**src/rtl/mem_defs.sv**
```systemverilog
// Shared types for the CPU memory-port arbiter: FSM states, request owner
// and the captured memory request.
package mem_defs;

  localparam int MEM_ADDR_W = 32;
  localparam int MEM_DATA_W = 32;
  localparam int MEM_BE_W   = MEM_DATA_W / 8;

  typedef enum logic [1:0] {
    ARB_IDLE = 2'd0,
    ARB_REQ  = 2'd1,
    ARB_WAIT = 2'd2
  } arb_state_e;

  typedef enum logic {
    OWN_IF = 1'b0,
    OWN_D  = 1'b1
  } owner_e;

  typedef struct packed {
    logic                  we;
    logic [MEM_BE_W-1:0]   be;
    logic [MEM_ADDR_W-1:0] addr;
    logic [MEM_DATA_W-1:0] wdata;
  } mem_req_t;

endpackage

```
**src/rtl/mem_arb_pick.sv**
```systemverilog
// Fetch/data winner selection. Data has priority, but after MAX_DATA_STREAK
// contested data wins in a row the waiting fetch wins once.
module mem_arb_pick
  import mem_defs::*;
#(
  parameter int MAX_DATA_STREAK = 4
) (
  input  logic   clk,
  input  logic   rst_n,
  input  logic   if_req,
  input  logic   d_req,
  input  logic   arb_en,
  output owner_e winner,
  output logic   valid
);

  localparam int SW = $clog2(MAX_DATA_STREAK + 1);
  localparam logic [SW-1:0] STREAK_MAX = SW'(MAX_DATA_STREAK);

  logic [SW-1:0] streak_q, streak_d;

  // Only contested data wins advance the streak, so it never exceeds STREAK_MAX.
  always_comb begin
    valid    = if_req | d_req;
    winner   = OWN_IF;
    streak_d = streak_q;
    if (d_req && (!if_req || (streak_q < STREAK_MAX))) begin
      winner = OWN_D;
    end else begin
      winner = OWN_IF;
    end
    if (arb_en && valid) begin
      if (winner == OWN_IF) begin
        streak_d = {SW{1'b0}};
      end else if (if_req) begin
        streak_d = streak_q + SW'(1);
      end else begin
        streak_d = streak_q;
      end
    end else begin
      streak_d = streak_q;
    end
  end

  always_ff @(posedge clk or negedge rst_n) begin
    if (!rst_n) begin
      streak_q <= {SW{1'b0}};
    end else begin
      streak_q <= streak_d;
    end
  end

endmodule

```
**src/rtl/mem_arbiter.sv**
```systemverilog
// Shares the single memory port between instruction fetch and load/store:
// arbitrates, holds one captured request until granted, routes the response.
module mem_arbiter
  import mem_defs::*;
#(
  parameter int ADDR_W          = 32,
  parameter int DATA_W          = 32,
  parameter int MAX_DATA_STREAK = 4
) (
  input  logic                clk,
  input  logic                rst_n,
  input  logic                if_req,
  input  logic [ADDR_W-1:0]   if_addr,
  output logic                if_gnt,
  output logic                if_rvalid,
  output logic [DATA_W-1:0]   if_rdata,
  input  logic                d_req,
  input  logic                d_we,
  input  logic [DATA_W/8-1:0] d_be,
  input  logic [ADDR_W-1:0]   d_addr,
  input  logic [DATA_W-1:0]   d_wdata,
  output logic                d_gnt,
  output logic                d_rvalid,
  output logic [DATA_W-1:0]   d_rdata,
  output logic                mem_req,
  output logic                mem_we,
  output logic [DATA_W/8-1:0] mem_be,
  output logic [ADDR_W-1:0]   mem_addr,
  output logic [DATA_W-1:0]   mem_wdata,
  input  logic                mem_gnt,
  input  logic                mem_rvalid,
  input  logic [DATA_W-1:0]   mem_rdata
);

  arb_state_e state_q, state_d;
  owner_e     owner_q, owner_d;
  mem_req_t   cap_q, cap_d;
  owner_e     pick_winner;
  logic       pick_valid;
  logic       arb_en;

  mem_arb_pick #(
    .MAX_DATA_STREAK(MAX_DATA_STREAK)
  ) u_pick (
    .clk   (clk),
    .rst_n (rst_n),
    .if_req(if_req),
    .d_req (d_req),
    .arb_en(arb_en),
    .winner(pick_winner),
    .valid (pick_valid)
  );

  // Next state, capture and response routing; gnt/rvalid are same-cycle so a
  // new request can follow an rvalid immediately.
  always_comb begin
    state_d   = state_q;
    owner_d   = owner_q;
    cap_d     = cap_q;
    arb_en    = 1'b0;
    mem_req   = 1'b0;
    if_gnt    = 1'b0;
    d_gnt     = 1'b0;
    if_rvalid = 1'b0;
    d_rvalid  = 1'b0;
    if_rdata  = {DATA_W{1'b0}};
    d_rdata   = {DATA_W{1'b0}};
    case (state_q)
      ARB_IDLE: begin
        arb_en = 1'b1;
      end
      ARB_REQ: begin
        mem_req = 1'b1;
        if (mem_gnt) begin
          if (owner_q == OWN_D) begin
            d_gnt = 1'b1;
          end else begin
            if_gnt = 1'b1;
          end
          state_d = ARB_WAIT;
        end else begin
          state_d = ARB_REQ;
        end
      end
      ARB_WAIT: begin
        if (mem_rvalid) begin
          arb_en = 1'b1;
          if (owner_q == OWN_D) begin
            d_rvalid = 1'b1;
            d_rdata  = mem_rdata;
          end else begin
            if_rvalid = 1'b1;
            if_rdata  = mem_rdata;
          end
        end else begin
          state_d = ARB_WAIT;
        end
      end
      default: begin
        state_d = ARB_IDLE;
      end
    endcase
    // Fetch carries only an address and always reads the full word.
    if (arb_en) begin
      if (pick_valid) begin
        state_d = ARB_REQ;
        owner_d = pick_winner;
        if (pick_winner == OWN_D) begin
          cap_d.we    = d_we;
          cap_d.be    = MEM_BE_W'(d_be);
          cap_d.addr  = MEM_ADDR_W'(d_addr);
          cap_d.wdata = MEM_DATA_W'(d_wdata);
        end else begin
          cap_d.we    = 1'b0;
          cap_d.be    = {MEM_BE_W{1'b1}};
          cap_d.addr  = MEM_ADDR_W'(if_addr);
          cap_d.wdata = {MEM_DATA_W{1'b0}};
        end
      end else begin
        state_d = ARB_IDLE;
      end
    end else begin
      owner_d = owner_q;
    end
  end

  // State, owner and capture registers.
  always_ff @(posedge clk or negedge rst_n) begin
    if (!rst_n) begin
      state_q <= ARB_IDLE;
      owner_q <= OWN_IF;
      cap_q   <= '{we: 1'b0, be: {MEM_BE_W{1'b0}}, addr: {MEM_ADDR_W{1'b0}},
                   wdata: {MEM_DATA_W{1'b0}}};
    end else begin
      state_q <= state_d;
      owner_q <= owner_d;
      cap_q   <= cap_d;
    end
  end

  assign mem_we    = cap_q.we;
  assign mem_be    = (DATA_W/8)'(cap_q.be);
  assign mem_addr  = ADDR_W'(cap_q.addr);
  assign mem_wdata = DATA_W'(cap_q.wdata);

endmodule

```
**config.mk**
```make
export PLATFORM = sky130hd
export DESIGN_NAME = mem_arbiter
export DESIGN_NICKNAME = d
export VERILOG_FILES = /design/src/rtl/mem_defs.sv /design/src/rtl/mem_arb_pick.sv /design/src/rtl/mem_arbiter.sv
export SDC_FILE = /design/constraint.sdc
export NUM_CORES = 1
export LEC_CHECK = 0
export ABC_CLOCK_PERIOD_IN_PS = 1750
export CAP_MARGIN = 15
export CORE_ASPECT_RATIO = 1.2
export CORE_MARGIN = 1.5
export CORE_UTILIZATION = 32
export DETAILED_ROUTE_END_ITERATION = 8
export PLACE_DENSITY = 0.8
export SKIP_LAST_GASP = 1
export SLEW_MARGIN = 20
export SYNTH_ARGS = -nofsm -noshare
export SYNTH_HDL_FRONTEND = slang
export SYNTH_HIERARCHICAL = 1
export SYNTH_SLANG_ARGS = --single-unit
```
**constraint.sdc**
```tcl
create_clock -name clk -period 1.75 [get_ports clk]
set_clock_uncertainty 0.15 [all_clocks]
set_input_delay 0.525 -clock clk [delete_from_list [all_inputs] [get_ports clk]]
set_output_delay 0.525 -clock clk [all_outputs]
set_load 0.03 [all_outputs]
```
==> reports/qor.csv, run 1 <==
metric,value,unit
numCtsBuffers,9,
worstSkewPairLatency,0.33,ns
power_density,1590,nW/um2
tightest_slew,0.411,ns
yosys_warnings,6,
core-area,12100,um2
via_per_inst,5.01,
syn_avg_cell_area,9.61,um2
power_leakage,3.67,nW
final_nets,856,
dpl.hpwl,11.7,mm
r2r_end,u_pick/streak_q[0],
detail_route.wl_per_cell,19.2,um
cts_max_path_buffers,2,
min_path_type,primary input to asynchronous set/reset pin,
timing.final.crit_share,132,%
gr-usage-all-layers,24.1,%
grt_pass1_vias,4404,
r2r_setup_slack,-0.20,ns
detail-route-antenna-nets,0,
cp_data_arrival_time,1.64,ns
synth_seq_cells,75,
gp_congestion,0.887,
max_freq,432,MHz
routed_wirelength,17.0,mm
area_growth,108,%
required,1.07,ns
drv_slew,0,
dpl_cell_area,7140,um2
root_buffer,clkbuf_16,
grt_pass1_wl,24.3,mm
worst_slack,-0.565,ns
hold_ws,0.0539,ns
overflow,0,
regToRegStartpoint,state_q[0],
cap_viol_max_count,0,
status,"complete, but fails checks",
crit_path_end_kind,primary output,
drc,0,
die_w,105,um
setup_viol,144,
final_hold_viol_count,0,
vias,4430,
num_rows,44,
layout_min_cycle_time,2.32,ns
startpoint_type,register,
reg2reg_depth,7,
drive_gt1_share,46.0,%
vdd_ir_drop_max,0.000919,V
tritoncts,built,
netlist_area,3970,um2
critPathKind,register to primary output,
antenna_found_initial,9,
die_h,125,um
fp.dieArea,13100,um2
yosysSeqAreaShare,47.3,%
slew_headroom,72.6,%
clock_sinks,75,
violations,negative setup slack,
htreeDepth,3,
io_buffers,276,
hold_buffers,0,
drtPass1Iterations,7,
first_iter_violations,291,
cp_max_fo,25,
syn-num-nets,556,
ys_types,33,
initial_core_util,32.8,%
grt_max_degree,76,
syn-instance-count,413,
endpoint,if_rdata[0],
path_clk_slew,0.06,ns
fin_area,8250,um2
rsz0062_at_grt,true,
crit_start,state_q[0],
pin_count,277,
[worst max-delay path: stages (launching register included)]
cell and delay (ns):
dfrtp_1 0.39, inv_2 0.08, ha_4 0.16, nand2_4 0.05
nor2_4 0.14, buf_12 0.17, and2_2 0.15, buf_4 0.15
[flip-flops by register name, summed over array words and instances (netlist names)]
signal / flops
u_pick/streak_q: 3
mem_wdata: 32
owner_q: 1
state_q: 2
mem_addr: 32
mem_we: 1
mem_be: 4
[worst min path at each step]
stage | slack [ns] | depth (start not counted) | to | start
global route | 0.08 | 2 | mem_wdata[22] | rst_n
floorplan | 0.08 | 0 | mem_addr[0] | rst_n
finish | 0.05 | 2 | mem_wdata[22] | rst_n
global placement | 0.35 | 2 | mem_be[0] | mem_be[0]
detailed placement | 0.35 | 2 | mem_be[0] | mem_be[0]
CTS | 0.07 | 2 | mem_wdata[22] | rst_n
[routing by layer]
layer	routed length, um	GRT usage (%)	vias up
met5	42	0	-
met4	389	8.94	8
met3	1840	10.1	37
met2	8860	43.5	224
met1	5870	24.9	2126
li1	-	-	2035
[timing repair]
action	4_1_cts	5_1_grt
pin swaps	3	6
resized for setup	161	95
buffers inserted	5	6
endpoints found under the setup margin	197	175
gates cloned	5	9
[kinds of logic (layout without fill, tap and decap cells)]
logic type	count (synthesis)	in the layout	synth area share, %
and+or+nand+nor	113	115	15.6
muxes	34	34	8.74
adders and majority gates	4	4	1.26
DFF	75	75	47.3
AOI/OAI and AO/OA	144	144	20.6
other	0	6	0
buffers and inverters	43	345	6.53
[metrics by stage]
step | power [W] | setup TNS (ns) | instances | utilization [%] | worst slack (ns)
global placement | 0.00941 | -78.11 | 841 | 59.0 | -0.699
CTS | 0.0118 | -37.15 | 865 | 63.9 | -0.581
global route | 0.0137 | -53.22 | 878 | 68.0 | -0.648
floorplan | 0.00654 | -5.30 | 413 | - | -0.105
detailed placement | 0.00958 | -82.32 | 841 | 59.0 | -0.768
finish | 0.0131 | -42.45 | 884 | 68.1 | -0.565
[final cells by class]
cell class,instances,area [um2]
Tap cell,161,201
Inverter,5,26.3
Multi-Input combinational cell,297,2450
Sequential cell,75,1880
Antenna cell,6,15.0
Timing Repair Buffer,325,3360
Clock buffer,9,225
Fill cell,941,3860
Clock inverter,6,90.1
[report_power, final]
group	switching, W	internal [W]
logic	0.00438	0.00361
registers	0.000583	0.00257
clock network	0.000740	0.00125
[Yosys cell counts, drive strengths merged]
library cell / count / area, um2
clkbuf: 18 / 77.6
nand2b: 1 / 6.26
nor2: 3 / 13.8
or2: 1 / 6.26
dfrtp: 75 / 1880
o21ai: 99 / 533
ha: 4 / 50.1
a41oi: 1 / 16.3
and2: 64 / 400
a21boi: 1 / 7.51
nor2b: 3 / 18.8
nand2: 38 / 150
and4b: 1 / 10.0
and3: 2 / 12.5
inv: 5 / 21.3
mux2i: 32 / 320
a21oi: 22 / 121
buf: 20 / 160
a31oi: 19 / 119
mux2: 2 / 26.3
a22o: 2 / 20.0
[cells in the final DEF, fill, tap and decap left out, types with 16 or more instances in the layout]
master	instances
clkdlybuf4s15_2	16
and2_4	58
clkbuf_2	30
o21ai_1	40
buf_4	82
clkbuf_16	17
clkdlybuf4s50_1	133
buf_6	17
nand2_1	36
o21ai_0	41
o21ai_2	18
buf_12	22
mux2i_1	30
dfrtp_1	75
Power figures use the tool's default switching activity.
==> inputs of run 2 (changes only) <==
Settings changed: CTS_CLUSTER_DIAMETER from default to 60.
==> results of run 2 <==
Same layout as run 1: the final DEF is identical, and so are final timing and power.
==> inputs of run 3 (changes only) <==
Settings changed: CAP_MARGIN 15 to default.
==> results of run 3 <==
Same layout as run 1: the final DEF is identical, and so are final timing and power.
